===== src/rtl/usb_rx_pkg.sv =====
// Shared types and constants for the USB receive stream decoder.
package usb_rx_pkg;

    typedef enum logic [2:0] {
        ST_IDLE,
        ST_SYNC,
        ST_DATA,
        ST_EOP,
        ST_ERR_WAIT
    } rx_state_e;

    typedef enum logic [2:0] {
        ERR_NONE     = 3'd0,
        ERR_SYNC     = 3'd1,
        ERR_STUFF    = 3'd2,
        ERR_ALIGN    = 3'd3,
        ERR_EOP      = 3'd4,
        ERR_EMPTY    = 3'd5,
        ERR_OVERFLOW = 3'd6
    } rx_err_e;

    localparam logic [7:0] SYNC_PATTERN = 8'h80;
    localparam int         STUFF_LIMIT  = 6;

    typedef struct packed {
        logic       err;
        logic       last;
        logic [7:0] data;
    } rx_entry_t;

endpackage


===== src/rtl/usb_rx_fifo.sv =====
// Receive FIFO of {err,last,data} entries; a dropped closing entry marks the tail instead.
module usb_rx_fifo
    import usb_rx_pkg::*;
#(
    parameter int DEPTH = 8
) (
    input  logic      clk,
    input  logic      rst,
    input  logic      push,
    input  rx_entry_t wdata,
    input  logic      pop,
    output rx_entry_t rdata,
    output logic      empty,
    output logic      overflow
);

    localparam int AW = $clog2(DEPTH);

    rx_entry_t  mem [DEPTH];
    logic [AW:0] wr_ptr;
    logic [AW:0] rd_ptr;
    logic [AW:0] tail_ptr;
    logic        full;
    logic        do_push;
    logic        do_pop;

    assign empty    = (wr_ptr == rd_ptr);
    assign full     = (wr_ptr[AW] != rd_ptr[AW]) && (wr_ptr[AW-1:0] == rd_ptr[AW-1:0]);
    assign do_pop   = pop && !empty;
    // A same-cycle pop frees the slot, so a push into a full FIFO still lands.
    assign do_push  = push && (!full || do_pop);
    assign overflow = push && full && !do_pop;
    assign tail_ptr = wr_ptr - 1'b1;
    assign rdata    = empty ? '0 : mem[rd_ptr[AW-1:0]];

    always_ff @(posedge clk) begin
        if (rst) begin
            wr_ptr <= '0;
            rd_ptr <= '0;
        end else begin
            if (do_push) wr_ptr <= wr_ptr + 1'b1;
            if (do_pop)  rd_ptr <= rd_ptr + 1'b1;
        end
    end

    always_ff @(posedge clk) begin
        if (do_push) begin
            mem[wr_ptr[AW-1:0]] <= wdata;
        end else if (overflow && wdata.last) begin
            // Packet end was lost: close the packet on the newest stored byte.
            mem[tail_ptr[AW-1:0]].err  <= 1'b1;
            mem[tail_ptr[AW-1:0]].last <= 1'b1;
        end
    end

endmodule


===== src/rtl/usb_rx_stream.sv =====
// USB full-speed receive path: line sync, bit recovery, NRZI/unstuffing, packet FSM, byte FIFO.
module usb_rx_stream
    import usb_rx_pkg::*;
#(
    parameter int CLKS_PER_BIT = 8,
    parameter int FIFO_DEPTH   = 8
) (
    input  logic       clk,
    input  logic       rst,
    input  logic       d_plus_in,
    input  logic       d_minus_in,
    output logic [7:0] rx_data,
    output logic       rx_valid,
    output logic       rx_last,
    output logic       rx_err,
    input  logic       rx_ready,
    output logic [2:0] error_code,
    output logic       error_pulse,
    output logic       busy
);

    localparam int             CW        = $clog2(CLKS_PER_BIT);
    localparam logic [CW-1:0]  SAMPLE_AT = CW'(CLKS_PER_BIT / 2 - 1);
    localparam logic [CW-1:0]  WRAP_AT   = CW'(CLKS_PER_BIT - 1);
    localparam logic [2:0]     STUFF_N   = 3'(STUFF_LIMIT);

    // Line synchroniser, idles at J
    logic dp_s1, dp_s2, dm_s1, dm_s2, dp_last;
    logic [CW-1:0] phase_cnt;
    logic sample, edge_det, se0, line_j, line_k, dbit;

    always_ff @(posedge clk) begin
        if (rst) begin
            dp_s1     <= 1'b1;
            dp_s2     <= 1'b1;
            dm_s1     <= 1'b0;
            dm_s2     <= 1'b0;
            dp_last   <= 1'b1;
            phase_cnt <= '0;
        end else begin
            dp_s1   <= d_plus_in;
            dp_s2   <= dp_s1;
            dm_s1   <= d_minus_in;
            dm_s2   <= dm_s1;
            dp_last <= dp_s2;
            if (edge_det || phase_cnt == WRAP_AT) phase_cnt <= '0;
            else                                  phase_cnt <= phase_cnt + 1'b1;
        end
    end

    assign edge_det = (dp_s2 != dp_last);
    assign sample   = (phase_cnt == SAMPLE_AT) && !edge_det;
    assign se0      = !dp_s2 && !dm_s2;
    assign line_j   =  dp_s2 && !dm_s2;
    assign line_k   = !dp_s2 &&  dm_s2;

    // Packet FSM and datapath
    rx_state_e  state, state_n;
    logic [2:0] bit_idx, bit_idx_n;
    logic [7:0] shreg, shreg_n, new_byte;
    logic [7:0] hold, hold_n;
    logic       hold_vld, hold_vld_n;
    logic [2:0] ones, ones_n;
    logic       prev_dp, prev_n;
    logic       eop2, eop2_n;
    logic       se0_seen, se0_seen_n;
    logic [2:0] j_cnt, j_cnt_n;
    logic       push, fsm_err, sync_start;
    rx_err_e    fsm_code;
    rx_entry_t  push_entry, head;
    logic       fifo_empty, fifo_ovf, pop;
    rx_err_e    err_code_q;

    assign dbit     = (dp_s2 == prev_dp);
    assign new_byte = {dbit, shreg[7:1]};

    always_comb begin
        state_n    = state;
        bit_idx_n  = bit_idx;
        shreg_n    = shreg;
        hold_n     = hold;
        hold_vld_n = hold_vld;
        ones_n     = ones;
        prev_n     = prev_dp;
        eop2_n     = eop2;
        se0_seen_n = se0_seen;
        j_cnt_n    = j_cnt;
        push       = 1'b0;
        push_entry = '0;
        fsm_err    = 1'b0;
        fsm_code   = ERR_NONE;
        sync_start = 1'b0;

        if (sample) begin
            if (!se0) prev_n = dp_s2;
            unique case (state)
                ST_IDLE: begin
                    if (line_k) begin
                        // First K is SYNC bit 0, decoded against the reset J.
                        state_n    = ST_SYNC;
                        sync_start = 1'b1;
                        shreg_n    = {dbit, 7'd0};
                        bit_idx_n  = 3'd1;
                        ones_n     = '0;
                        hold_vld_n = 1'b0;
                    end else begin
                        prev_n = 1'b1;
                    end
                end
                ST_SYNC: begin
                    if (se0) begin
                        fsm_err  = 1'b1;
                        fsm_code = ERR_SYNC;
                    end else begin
                        shreg_n   = new_byte;
                        ones_n    = dbit ? ones + 1'b1 : '0;
                        bit_idx_n = bit_idx + 1'b1;
                        if (bit_idx == 3'd7) begin
                            if (new_byte == SYNC_PATTERN) begin
                                state_n = ST_DATA;
                            end else begin
                                fsm_err  = 1'b1;
                                fsm_code = ERR_SYNC;
                            end
                        end
                    end
                end
                ST_DATA: begin
                    if (se0) begin
                        if (bit_idx == 3'd0) begin
                            state_n = ST_EOP;
                            eop2_n  = 1'b0;
                        end else begin
                            fsm_err  = 1'b1;
                            fsm_code = ERR_ALIGN;
                        end
                    end else if (ones == STUFF_N) begin
                        if (dbit) begin
                            fsm_err  = 1'b1;
                            fsm_code = ERR_STUFF;
                        end else begin
                            ones_n = '0;
                        end
                    end else begin
                        ones_n    = dbit ? ones + 1'b1 : '0;
                        shreg_n   = new_byte;
                        bit_idx_n = bit_idx + 1'b1;
                        if (bit_idx == 3'd7) begin
                            // One byte of delay so the packet's last byte can carry last=1.
                            hold_n     = new_byte;
                            hold_vld_n = 1'b1;
                            if (hold_vld) begin
                                push       = 1'b1;
                                push_entry = '{err: 1'b0, last: 1'b0, data: hold};
                            end
                        end
                    end
                end
                ST_EOP: begin
                    if (!eop2) begin
                        if (se0) begin
                            eop2_n = 1'b1;
                        end else begin
                            fsm_err  = 1'b1;
                            fsm_code = ERR_EOP;
                        end
                    end else if (line_j) begin
                        if (hold_vld) begin
                            push       = 1'b1;
                            push_entry = '{err: 1'b0, last: 1'b1, data: hold};
                            hold_vld_n = 1'b0;
                            state_n    = ST_IDLE;
                            prev_n     = 1'b1;
                        end else begin
                            fsm_err  = 1'b1;
                            fsm_code = ERR_EMPTY;
                        end
                    end else begin
                        fsm_err  = 1'b1;
                        fsm_code = ERR_EOP;
                    end
                end
                ST_ERR_WAIT: begin
                    if (se0) begin
                        se0_seen_n = 1'b1;
                        j_cnt_n    = '0;
                    end else if (line_j) begin
                        if (se0_seen || j_cnt == 3'd7) begin
                            state_n = ST_IDLE;
                            prev_n  = 1'b1;
                        end else begin
                            j_cnt_n = j_cnt + 1'b1;
                        end
                    end else begin
                        j_cnt_n = '0;
                    end
                end
                default: state_n = ST_IDLE;
            endcase

            if (fsm_err) begin
                push       = 1'b1;
                push_entry = '{err: 1'b1, last: 1'b1, data: hold_vld ? hold : 8'h00};
                hold_vld_n = 1'b0;
                state_n    = ST_ERR_WAIT;
                se0_seen_n = se0;
                j_cnt_n    = '0;
            end
        end
    end

    always_ff @(posedge clk) begin
        if (rst) begin
            state    <= ST_IDLE;
            bit_idx  <= '0;
            shreg    <= '0;
            hold     <= '0;
            hold_vld <= 1'b0;
            ones     <= '0;
            prev_dp  <= 1'b1;
            eop2     <= 1'b0;
            se0_seen <= 1'b0;
            j_cnt    <= '0;
        end else begin
            state    <= state_n;
            bit_idx  <= bit_idx_n;
            shreg    <= shreg_n;
            hold     <= hold_n;
            hold_vld <= hold_vld_n;
            ones     <= ones_n;
            prev_dp  <= prev_n;
            eop2     <= eop2_n;
            se0_seen <= se0_seen_n;
            j_cnt    <= j_cnt_n;
        end
    end

    // Overflow wins over a same-cycle FSM error.
    always_ff @(posedge clk) begin
        if (rst) begin
            err_code_q  <= ERR_NONE;
            error_pulse <= 1'b0;
        end else begin
            error_pulse <= fsm_err | fifo_ovf;
            if (fifo_ovf)        err_code_q <= ERR_OVERFLOW;
            else if (fsm_err)    err_code_q <= fsm_code;
            else if (sync_start) err_code_q <= ERR_NONE;
        end
    end

    usb_rx_fifo #(.DEPTH(FIFO_DEPTH)) u_fifo (
        .clk      (clk),
        .rst      (rst),
        .push     (push),
        .wdata    (push_entry),
        .pop      (pop),
        .rdata    (head),
        .empty    (fifo_empty),
        .overflow (fifo_ovf)
    );

    assign pop        = rx_valid && rx_ready;
    assign rx_valid   = !fifo_empty;
    assign rx_data    = head.data;
    assign rx_last    = head.last;
    assign rx_err     = head.err;
    assign error_code = err_code_q;
    assign busy       = (state != ST_IDLE);

endmodule

===== config.mk =====
export PLATFORM = sky130hd
export DESIGN_NAME = usb_rx_stream
export DESIGN_NICKNAME = d
export VERILOG_FILES = /design/src/rtl/usb_rx_pkg.sv /design/src/rtl/usb_rx_fifo.sv /design/src/rtl/usb_rx_stream.sv
export SDC_FILE = /design/constraint.sdc
export NUM_CORES = 1
export LEC_CHECK = 0
export CORE_MARGIN = 2
export CORE_UTILIZATION = 55
export DETAILED_ROUTE_END_ITERATION = 16
export HOLD_SLACK_MARGIN = 0.05
export MAX_ROUTING_LAYER = met4
export PLACE_DENSITY_LB_ADDON = 0.08
export SLEW_MARGIN = 30
export SYNTH_ARGS = -nofsm -noshare
export SYNTH_HDL_FRONTEND = slang
export SYNTH_SLANG_ARGS = --single-unit

===== constraint.sdc =====
create_clock -name clk -period 2.6 [get_ports clk]
set_input_delay 0.39 -clock clk [delete_from_list [all_inputs] [get_ports clk]]
set_output_delay 0.39 -clock clk [all_outputs]
set_load 0.05 [all_outputs]

==> impl_metrics.tcl <==
set metrics [dict create \
    pwr-share-clk 0.498 \
    pwr-share-comb 0.013 \
    nFillCells 806 \
    cts_num_sinks 134 \
    leakagePower_nw 2.35 \
    power_density_mw_per_mm2 631 \
    drtPass1Iterations 7 \
    crit_path_start "bit_idx[0]" \
    endpoint "u_fifo.mem[5][3]" \
    path_cells "ha_1 > ha_1 > a21boi_0 > o22ai_2 > o21a_1 > o21ai_0 > a211oi_2 > buf_4 > and2_1" \
    tns_ns 0 \
    synth.most_common_cell "edfxtp_1" \
    grt_overflow 0 \
    syn-cell-area_mm2 0.00601 \
    period_minus_slack_ns 2.55 \
    path_clk_slew_ns 0.07 \
    syn-instance-count 499 \
    stdcell_area_mm2 0.00726 \
    drc 0 \
    final-seq-area_mm2 0.00348 \
    portBuffers 20 \
    p_int_mw 3.56 \
    relSlewSlack 0.518 \
    r2r_slack_ns 0.05 \
    setup_viol 0 \
    crit_type "reg2reg" \
    yosys.area.top_type "edfxtp_1" \
    worst_pin_slew_ns 0.719 \
    cpPeakStageDelay_ns 0.32 \
    period_share 0.981 \
    syn_to_final_growth_pct 20.8 \
    wire_per_inst_um 17.6 \
    slowest_stage "dfxtp_1" \
    grtUsageTotal 0.237 \
    cts_inserted_buffers 17 \
    syn_area_per_cell_um2 12.0 \
    critical_path_required_ns 2.84 \
    antenna_found_initial 0 \
    yosys.area.top_type_share 0.400 \
    start_util 0.559 \
    antenna_cells 0 \
    worstPathMaxFanout 8 \
    seqPwrFrac 0.488 \
    ant_nets 0 \
    pre_cts_ws_ns -0.0291 \
    r2r-start "bit_idx[0]" \
    finalHoldViolations 0 \
    die-area_mm2 0.0118 \
    ys_top_cells_by_area "edfxtp_1 (40%), dfxtp_1 (18%), mux4_2 (7.5%), a21oi_1 (3.2%), nor2_1 (2.7%)" \
    hold_path.class "in2reg" \
    multi_input_area_mm2 0.00243 \
    vias 4165 \
    syn_nets 517 \
    hpwl_um 8490 \
    dpl_cell_area_mm2 0.00662 \
    num_rows 38 \
    vias_per_cell 5.85 \
    hold_ws_ns 0.384 \
    power_mw 4.58 \
    r2r_end "u_fifo.mem[5][3]" \
    crit_path_frequent_cell "ha_1" \
    coreArea_mm2 0.0107 \
    synth.distinct_cells 63 \
    cp.arrival_ns 2.79 \
    synth_edf_count 80 \
    r2r_cells 9 \
    utilization 0.676 \
    cap_violations 0 \
    start_kind "register" \
    peakVddDrop_mv 0.451 \
    yosys-top-cells-count "edfxtp_1 (80), dfxtp_1 (54), nor2_1 (44)" \
    h-tree-depth 4 \
    dp_cells 679 \
    status "completed" \
    max_freq_mhz 392 \
    cp-end-kind "register" \
    dominantRegCellSynth "edfxtp_1" \
    ys_ff_latch 134 \
    grt_pass1_vias 3897 \
    clock_latency_ns 0.53 \
    cts_root_buf "clkbuf_8" \
    grt_max_degree 36 \
    gp_congestion 0.887 \
    wirelength_um 12600 \
    setup_ws_ns 0.0490 \
    clockBufferDepth 2 \
    slew_violations 0 \
    ys_warn_count 0 \
    drtIter0Drc 228 \
    p_sw_frac 0.222 \
    synth_seq_area_share 0.580 \
    final_cell_count_no_fill 712 \
    die_w_um 109 \
    final.setup_skew_ns 0.0158 \
    drive_gt1_frac 0.243 \
    cts_tree "built" \
    nNetsFinal 577 \
    pin_count 21 \
    die_h_um 109 \
    async_reset_ff_frac 0 \
    power.net_switching_mw 1.02 \
    grt_pass1_wl_um 20200 \
]
layout make-up:
type / instances / area share
clock inverter: 15 / 0.0224
clock buffer: 17 / 0.0570
timing repair buffer: 67 / 0.0755
multi-input combinational: 328 / 0.335
tap: 140 / 0.0241
sequential: 134 / 0.480
inverter: 11 / 0.00569
worst min path at each step:
stage / to / depth (start not counted) / startpoint / slack, ns
final: u_fifo.wr_ptr[1] / 2 / rst / 0.38
after global routing: u_fifo.wr_ptr[1] / 2 / rst / 0.40
after CTS: u_fifo.wr_ptr[1] / 2 / rst / 0.36
after detailed placement: dp_s2 / 1 / dp_s1 / 0.40
after global placement: dp_s2 / 1 / dp_s1 / 0.39
after floorplan: dp_s2 / 1 / dp_s1 / 0.39
power by group through the flow:
stage	Clock [mW]	Sequential, mW	Combinational (mW)
after floorplan	0	2.28	0.0395
after global placement	0	2.28	0.0572
after detailed placement	0	2.28	0.0584
after CTS	2.32	2.24	0.0590
after global routing	2.42	2.24	0.0666
final	2.28	2.24	0.0599
worst max-delay path, delay by kind of cell (launching register included):
kind / cells / cell delay, ns
simple gates: 1 / 0.24
buf+inv: 1 / 0.19
fa+ha+maj: 2 / 0.44
compound gates: 5 / 1.07
flops: 1 / 0.32
flip-flops by register name (all words and copies together), names as in the netlist, named ones only:
name and cells:
dp_last 1, hold 8, dp_s1 1, bit_idx 3, dp_s2 1, shreg 7, phase_cnt 3, j_cnt 3
error_pulse 1, u_fifo.wr_ptr 4, prev_dp 1, error_code 3, ones 3, dm_s2 1, u_fifo.mem 80, u_fifo.rd_ptr 4
state 3, se0_seen 1, hold_vld 1, dm_s1 1, eop2 1
routing by layer:
metal | track usage | wire [um]
met5 | - | 0
met4 | 0.0952 | 195
met3 | 0.0464 | 497
met2 | 0.375 | 6240
met1 | 0.303 | 5610
layout by cell type, fill, tap and decap left out, types with 4 or more instances in the layout:
master	synthesis	layout
inv_6	0	5
and2_1	10	10
inv_1	10	10
dfxtp_1	54	53
buf_4	1	56
edfxtp_1	80	80
mux4_2	20	20
nor4_1	4	4
nor2b_1	5	5
nand2b_1	4	4
or3_1	4	4
clkdlybuf4s50_1	0	7
nand2_1	36	36
o22ai_1	7	4
ha_1	13	13
o21ai_0	8	7
clkinvlp_4	0	4
nor3_1	9	7
nor2_1	44	44
mux2i_1	13	13
a21oi_1	38	38
clkbuf_16	0	16
xnor2_1	8	8
a31oi_1	7	7
or2_2	4	4
nand3_1	32	29
kinds of logic after synthesis:
kind of cell	Yosys count	share of synthesized area
AOI/OAI and AO/OA	97	0.108
xor gates and xnor gates	12	0.0187
adders and majority gates	13	0.0271
buffers and inverters	37	0.0244
DFF	134	0.580
muxes	33	0.0966
and+or+nand+nor	173	0.145
timing repair:
item                                    4_1_cts  5_1_grt
hold buffers                                  0        0
setup buffers                                 0        1
pin swaps                                     1        3
endpoints found under the setup margin       35       87
gates resized for setup                       2       13
Power figures use the tool's default switching activity.
